$ cat config.mk
export PLATFORM = sky130hd
export DESIGN_NAME = instruction_sequencer_flat
export DESIGN_NICKNAME = d
export VERILOG_FILES = /design/src/rtl/armaria_isa_pkg.sv /design/src/rtl/instruction_sequencer_if.sv /design/src/rtl/id_classifier.sv /design/src/rtl/instruction_sequencer.sv /design/src/flat_wrapper.sv
export SDC_FILE = /design/constraint.sdc
export NUM_CORES = 1
export LEC_CHECK = 0
export CAP_MARGIN = 25
export CORE_MARGIN = 5
export CORE_UTILIZATION = 51
export CTS_BUF_LIST = sky130_fd_sc_hd__clkbuf_16
export DETAILED_ROUTE_END_ITERATION = 10
export PLACE_DENSITY = 0.89
export SLEW_MARGIN = 25
export SYNTH_ARGS = -nofsm -noshare
export SYNTH_HDL_FRONTEND = slang
export SYNTH_SLANG_ARGS = --single-unit
export TNS_END_PERCENT = 10
$ cat constraint.sdc
create_clock -name clock -period 2.6 [get_ports clock]
set_clock_uncertainty 0.1 [all_clocks]
set_input_delay 0.39 -clock clock [delete_from_list [all_inputs] [get_ports clock]]
set_output_delay 0.39 -clock clock [all_outputs]
set_load 0.01 [all_outputs]
$ cat src/rtl/armaria_isa_pkg.sv
// Shared ISA definitions for the instruction sequencer: ID constants,
// instruction classes and sequencer state encoding.
package armaria_isa_pkg;

    localparam logic [6:0] ID_BUBBLE = 7'd0;
    localparam logic [6:0] ID_RESET  = 7'd100;
    localparam logic [6:0] ID_SWI    = 7'd72;
    localparam logic [6:0] ID_USR    = 7'd74;
    localparam logic [6:0] ID_HALT   = 7'd75;
    localparam logic [6:0] ID_INSW   = 7'd71;

    // Memory-class IDs: one contiguous range plus two isolated IDs.
    localparam logic [6:0] MEM_LO    = 7'd38;
    localparam logic [6:0] MEM_HI    = 7'd55;
    localparam logic [6:0] MEM_X0    = 7'd67;
    localparam logic [6:0] MEM_X1    = 7'd68;

    // Everything from here up to 127 is unassigned.
    localparam logic [6:0] ILLEGAL_LO = 7'd76;

    localparam int RESET_CYCLES_DEF = 4;

    typedef enum logic [2:0] {
        CLS_SIMPLE,
        CLS_MEM,
        CLS_IO,
        CLS_HALT,
        CLS_ILLEGAL
    } id_class_t;

    typedef enum logic [1:0] {
        RST_SEQ,
        FETCH,
        EXEC,
        HALTED
    } seq_state_t;

endpackage

$ cat src/rtl/instruction_sequencer_if.sv
// Decoder handshake and memory request/ack signals of the sequencer.
interface instruction_sequencer_if;
    logic       instr_valid;
    logic [6:0] instr_id;
    logic       instr_ready;
    logic       mem_req;
    logic       mem_ack;

    // Decoder / memory side.
    modport master (
        output instr_valid,
        output instr_id,
        output mem_ack,
        input  instr_ready,
        input  mem_req
    );

    // Sequencer side.
    modport slave (
        input  instr_valid,
        input  instr_id,
        input  mem_ack,
        output instr_ready,
        output mem_req
    );
endinterface

$ cat src/rtl/id_classifier.sv
// Combinational classification of a 7-bit instruction ID.
module id_classifier
    import armaria_isa_pkg::*;
(
    input  logic [6:0] id,
    output id_class_t  cls
);

    // Illegal takes priority; remaining IDs fall through to SIMPLE.
    always_comb begin
        cls = CLS_SIMPLE;
        if (id == ID_BUBBLE || id >= ILLEGAL_LO) begin
            cls = CLS_ILLEGAL;
        end else if ((id >= MEM_LO && id <= MEM_HI) || id == MEM_X0 || id == MEM_X1) begin
            cls = CLS_MEM;
        end else if (id == ID_INSW) begin
            cls = CLS_IO;
        end else if (id == ID_HALT) begin
            cls = CLS_HALT;
        end
    end

endmodule

$ cat src/rtl/instruction_sequencer.sv
// Instruction sequencer: takes decoded IDs from the decoder, drives them to
// the control core for as long as each instruction executes, and tracks
// privilege mode, retire count and illegal-ID occurrences.
//
// state   | meaning
// --------+---------------------------------------------------------------
// RST_SEQ | post-reset hold, ID=100 for RESET_CYCLES cycles
// FETCH   | ready for the next ID, ID=0 bubble
// EXEC    | captured ID driven; waits for mem_ack / io_enter when needed
// HALTED  | stopped after HALT retires, leaves on resume
module instruction_sequencer
    import armaria_isa_pkg::*;
#(
    parameter int RESET_CYCLES = RESET_CYCLES_DEF,
    parameter int COUNT_W      = 32
) (
    input  logic                   clock,
    input  logic                   reset,
    instruction_sequencer_if.slave bus,
    output logic [6:0]             ID,
    output logic                   MODE,
    input  logic                   io_enter,
    input  logic                   resume,
    output logic                   pc_advance,
    output logic                   halted,
    output logic                   illegal_instr,
    output logic [COUNT_W-1:0]     retired_count
);

    localparam int CNT_W = $clog2(RESET_CYCLES + 1);
    localparam logic [CNT_W-1:0] CNT_LOAD = CNT_W'(RESET_CYCLES - 1);

    seq_state_t       state, state_nxt;
    logic [CNT_W-1:0] rst_cnt, cnt_nxt;
    logic [6:0]       id_nxt;
    logic [6:0]       cur_id;
    id_class_t        cur_cls;
    id_class_t        cls_in;
    logic             accept;
    logic             done;

    id_classifier u_classifier (
        .id  (bus.instr_id),
        .cls (cls_in)
    );

    // ID is registered from the next state so it changes on the same edge
    // as the state, giving exactly one cycle from accept to ID.
    always_ff @(posedge clock) begin
        if (!reset) begin
            state         <= RST_SEQ;
            rst_cnt       <= CNT_LOAD;
            ID            <= ID_RESET;
            cur_id        <= ID_BUBBLE;
            cur_cls       <= CLS_SIMPLE;
            MODE          <= 1'b0;
            pc_advance    <= 1'b0;
            illegal_instr <= 1'b0;
            retired_count <= '0;
        end else begin
            state      <= state_nxt;
            rst_cnt    <= cnt_nxt;
            ID         <= id_nxt;
            pc_advance <= done;
            if (accept) begin
                cur_id  <= bus.instr_id;
                cur_cls <= cls_in;
                if (cls_in == CLS_ILLEGAL) begin
                    illegal_instr <= 1'b1;
                end
            end
            if (done) begin
                retired_count <= retired_count + COUNT_W'(1);
                if (cur_id == ID_SWI) begin
                    MODE <= 1'b1;
                end else if (cur_id == ID_USR) begin
                    MODE <= 1'b0;
                end
            end
        end
    end

    // Next-state, next-ID and completion decode.
    always_comb begin
        state_nxt = state;
        cnt_nxt   = rst_cnt;
        id_nxt    = ID;
        accept    = 1'b0;
        done      = 1'b0;
        unique case (state)
            RST_SEQ: begin
                if (rst_cnt == '0) begin
                    state_nxt = FETCH;
                    id_nxt    = ID_BUBBLE;
                end else begin
                    cnt_nxt = rst_cnt - CNT_W'(1);
                end
            end
            FETCH: begin
                if (bus.instr_valid) begin
                    accept    = 1'b1;
                    state_nxt = EXEC;
                    id_nxt    = (cls_in == CLS_ILLEGAL) ? ID_BUBBLE : bus.instr_id;
                end
            end
            EXEC: begin
                case (cur_cls)
                    CLS_MEM: done = bus.mem_ack;
                    CLS_IO:  done = io_enter;
                    default: done = 1'b1;
                endcase
                if (done) begin
                    id_nxt    = ID_BUBBLE;
                    state_nxt = (cur_cls == CLS_HALT) ? HALTED : FETCH;
                end
            end
            HALTED: begin
                if (resume) begin
                    state_nxt = FETCH;
                end
            end
            default: begin
                state_nxt = RST_SEQ;
            end
        endcase
    end

    assign bus.instr_ready = (state == FETCH);
    assign bus.mem_req     = (state == EXEC) && (cur_cls == CLS_MEM);
    assign halted          = (state == HALTED);

endmodule

$ cat src/flat_wrapper.sv
// flat-port wrapper written by rule: the top's interface ports become plain ports
module instruction_sequencer_flat import armaria_isa_pkg::*;
#(
    parameter int RESET_CYCLES = RESET_CYCLES_DEF,
    parameter int COUNT_W      = 32
)
  (clock, reset, ID, MODE, io_enter, resume, pc_advance, halted, illegal_instr, retired_count, bus_instr_valid, bus_instr_id, bus_mem_ack, bus_instr_ready, bus_mem_req);
  instruction_sequencer_if bus_i ();
  input  logic clock;
  input  logic reset;
  output logic [6:0] ID;
  output logic MODE;
  input  logic io_enter;
  input  logic resume;
  output logic pc_advance;
  output logic halted;
  output logic illegal_instr;
  output logic [COUNT_W-1:0] retired_count;
  input wire logic [$bits(bus_i.instr_valid)-1:0] bus_instr_valid;
  input wire logic [$bits(bus_i.instr_id)-1:0] bus_instr_id;
  input wire logic [$bits(bus_i.mem_ack)-1:0] bus_mem_ack;
  output wire logic [$bits(bus_i.instr_ready)-1:0] bus_instr_ready;
  output wire logic [$bits(bus_i.mem_req)-1:0] bus_mem_req;
  assign bus_i.instr_valid = bus_instr_valid;
  assign bus_i.instr_id = bus_instr_id;
  assign bus_i.mem_ack = bus_mem_ack;
  assign bus_instr_ready = bus_i.instr_ready;
  assign bus_mem_req = bus_i.mem_req;
  instruction_sequencer #(.RESET_CYCLES(RESET_CYCLES), .COUNT_W(COUNT_W)) u_core (.clock(clock), .reset(reset), .bus(bus_i), .ID(ID), .MODE(MODE), .io_enter(io_enter), .resume(resume), .pc_advance(pc_advance), .halted(halted), .illegal_instr(illegal_instr), .retired_count(retired_count));
endmodule
==> results.json <==
{
  "status": "complete, no violations",
  "fmax_mhz": 419.7,
  "clock_path_buffers": 2,
  "min_path_cells": 2,
  "critPathSlowestCell": "clkdlybuf4s50_1",
  "setup_ws_ns": 0.2171,
  "pre_cts_slack_ns": 0.2026,
  "antennaDiodeCount": 0,
  "fillCellCount": 366,
  "clk_latency_ns": 0.32,
  "fin_crit_sh_pct": 91.65,
  "fin_util_pct": 70.46,
  "max_slew_margin_pct": 36.83,
  "row_count": 26,
  "cp_top_family": "buffers and inverters",
  "synth_edf_count": 0,
  "die-area_sq_um": 6995,
  "port_buffers": 57,
  "drive_gt1_share_pct": 7.494,
  "final_area_sq_um": 3645,
  "hold_slack_ns": 0.3543,
  "vias_per_cell": 5.626,
  "hold_start": "u_core.cur_id[3]",
  "clock-root-buffer": "clkbuf_16",
  "firstDrtPassIters": 4,
  "whs_endpoint": "u_core.cur_id[3]",
  "first_global_vias": 2502,
  "rrSetupSlack_ns": 0.31,
  "irDropWorstVdd_v": 0.0005585,
  "multi_input_area_sq_um": 1485,
  "clkSinkCount": 57,
  "reg2reg_from": "u_core.retired_count[3]",
  "reg2reg_depth": 6,
  "drt-met1-wl_mm": 2.879,
  "initial_utilization_pct": 53.46,
  "tns_ns": 0,
  "tritoncts": "built",
  "antenna_found_initial": 0,
  "layout_common_cells": "clkdlybuf4s50_1, dfxtp_1, nand2_1",
  "crit_type": "register to output port",
  "synth_area_sq_um": 2765,
  "die_x_um": 83.64,
  "htree_levels": 3,
  "drv_cap": 0,
  "async_reset_ff_share_pct": 0,
  "register_area_sq_um": 1141,
  "routedWlPerCell_um": 15.32,
  "synthFlopType": "dfxtp_1",
  "path_cells": "inv_1 -> ha_1 -> nor2b_1 -> and3b_1 -> clkdlybuf4s50_1",
  "power_density_nw_per_um2": 639.4,
  "numCtsBuffers": 9,
  "grt_max_degree": 46,
  "hold_violations": 0,
  "overflow": 0,
  "cp.required_ns": 2.11,
  "wl_met2_mm": 3.627,
  "dp_hpwl_mm": 4.565,
  "layout_min_cycle_time_ns": 2.383,
  "max_stage_delay_ns": 0.54,
  "clkSlewWorstSetupHoldPaths_ns": 0.05,
  "synth_nets": 348,
  "finalSetupViolCount": 0,
  "rsz0062_at_grt": "no",
  "synth-seq-cells": 57,
  "leakagePower_nw": 1.231,
  "drtIter0Drc": 162,
  "syn-instance-count": 327,
  "num_vias": 2571,
  "syn_to_final_growth_pct": 31.81,
  "post_cts_buffers": 0,
  "start_kind": "register",
  "worst_slew_pin_slew_ns": 0.9466,
  "fp.dieH_um": 83.64,
  "cp-end-kind": "output port",
  "hold_class": "register to register",
  "ys_seq_area_share_pct": 41.27,
  "syn_area_per_cell_sq_um": 8.456,
  "drv_slew": 0,
  "gp_congestion": 0.8299,
  "path_buf_inv": 2,
  "cts.repair.resized": 0,
  "grt_pass1_wl_mm": 11.86,
  "drc": 0,
  "cp.arrival_ns": 1.89,
  "postCtsHoldBufs": 0,
  "pin_count": 58,
  "core_area_sq_um": 5172,
  "wl_met3_um": 353,
  "cp_max_fo": 5,
  "yosys_warnings": 0,
  "ys_types": 47,
  "drtAntennaViolNets": 0,
  "nets": 403,
  "grtUsageTotal_pct": 20.53,
  "top_layer_used": "met4",
  "wl_mm": 7.000,
  "place_area_sq_um": 3391,
  "rr_endpoint": "u_core.retired_count[24]"
}
==> how the worst max path moves through the flow <==
| stage | cells after the start | startpoint | to | slack, ns |
|---|---|---|---|---|
| 3_5_place_dp | 7 | bus_mem_ack | u_core.retired_count[15] | 0.20 |
| 4_1_cts | 5 | u_core.state[0] | bus_mem_req | 0.22 |
| 2_1_floorplan | 7 | u_core.retired_count[3] | u_core.retired_count[28] | 0.61 |
| 3_3_place_gp | 7 | io_enter | u_core.retired_count[15] | 0.26 |
| 5_1_grt | 5 | u_core.state[0] | bus_mem_req | 0.13 |
| 6_report | 5 | u_core.state[0] | bus_mem_req | 0.22 |
==> area by class of cell <==
class	count	share of cell area, %
repair buffers	62	17.03
inverters	15	1.545
flip-flops and latches	57	31.31
multi-input cells	237	40.75
clock inverters	7	0.7896
well taps	70	2.403
clock buffers	9	6.179
==> per-stage QoR <==
step,power (W),std cells
floorplan,0.001204,327
global placement,0.001320,441
detailed placement,0.001337,441
CTS,0.002333,457
global route,0.002427,457
finish,0.002331,457
==> cells in the mapped netlist (2+ instances only) <==
cell type | n | area share (%)
a211oi_1 | 4 | 1.1
a21oi_1 | 11 | 2.0
and2_1 | 4 | 0.90
and3_1 | 2 | 0.45
and4_1 | 3 | 0.95
buf_2 | 2 | 0.36
clkbuf_1 | 13 | 1.8
dfxtp_1 | 57 | 41
ha_1 | 8 | 3.6
inv_1 | 14 | 1.9
nand2_1 | 42 | 5.7
nand2b_1 | 2 | 0.45
nand3_1 | 19 | 3.4
nand4_1 | 4 | 0.90
nor2_1 | 37 | 5.0
nor2b_1 | 2 | 0.45
nor3_1 | 10 | 1.8
nor3b_1 | 3 | 0.81
nor4_1 | 13 | 2.9
nor4_2 | 6 | 2.7
nor4_4 | 2 | 1.5
o211ai_1 | 4 | 1.1
o21ai_0 | 9 | 1.6
o31ai_1 | 2 | 0.54
or3_1 | 2 | 0.45
or4b_2 | 2 | 0.72
xnor2_1 | 30 | 9.5
==> sequential cells by signal (all words and copies together) (netlist names) <==
| signal | flops |
|---|---|
| u_core.rst_cnt | 3 |
| u_core.retired_count | 32 |
| u_core.cur_cls | 3 |
| u_core.state | 2 |
| u_core.ID | 7 |
| u_core.illegal_instr | 1 |
| u_core.pc_advance | 1 |
| u_core.cur_id | 7 |
| u_core.MODE | 1 |
==> worst min-delay path, stage by stage, from the launching register on <==
cell     delay [ns]
dfxtp_1        0.30
nand2_1        0.05
a21oi_1        0.05
==> cells by family after synthesis <==
group	count (synthesis)	share of synthesized area, %
AND/OR/NAND/NOR	159	31.27
adder cells (fa/ha/maj)	8	3.620
XOR/XNOR	31	9.819
buffers and inverters	33	5.023
flip-flops	57	41.27
multiplexers	1	0.3620
AO/OA/AOI/OAI	38	8.643
==> power by group <==
part / internal (W) / leakage, nW / switching (W)
registers: 0.000943 / 0.461 / 0.0000408
clock network: 0.000622 / 0.130 / 0.000385
logic: 0.000155 / 0.640 / 0.000186
==> metal layers <==
layer,GRT usage (%),up-vias
li1,-,1242
met4,8.480,0
met3,4.047,17
met1,24.32,1228
met5,0,-
met2,36.01,84
Power figures use the tool's default switching activity.
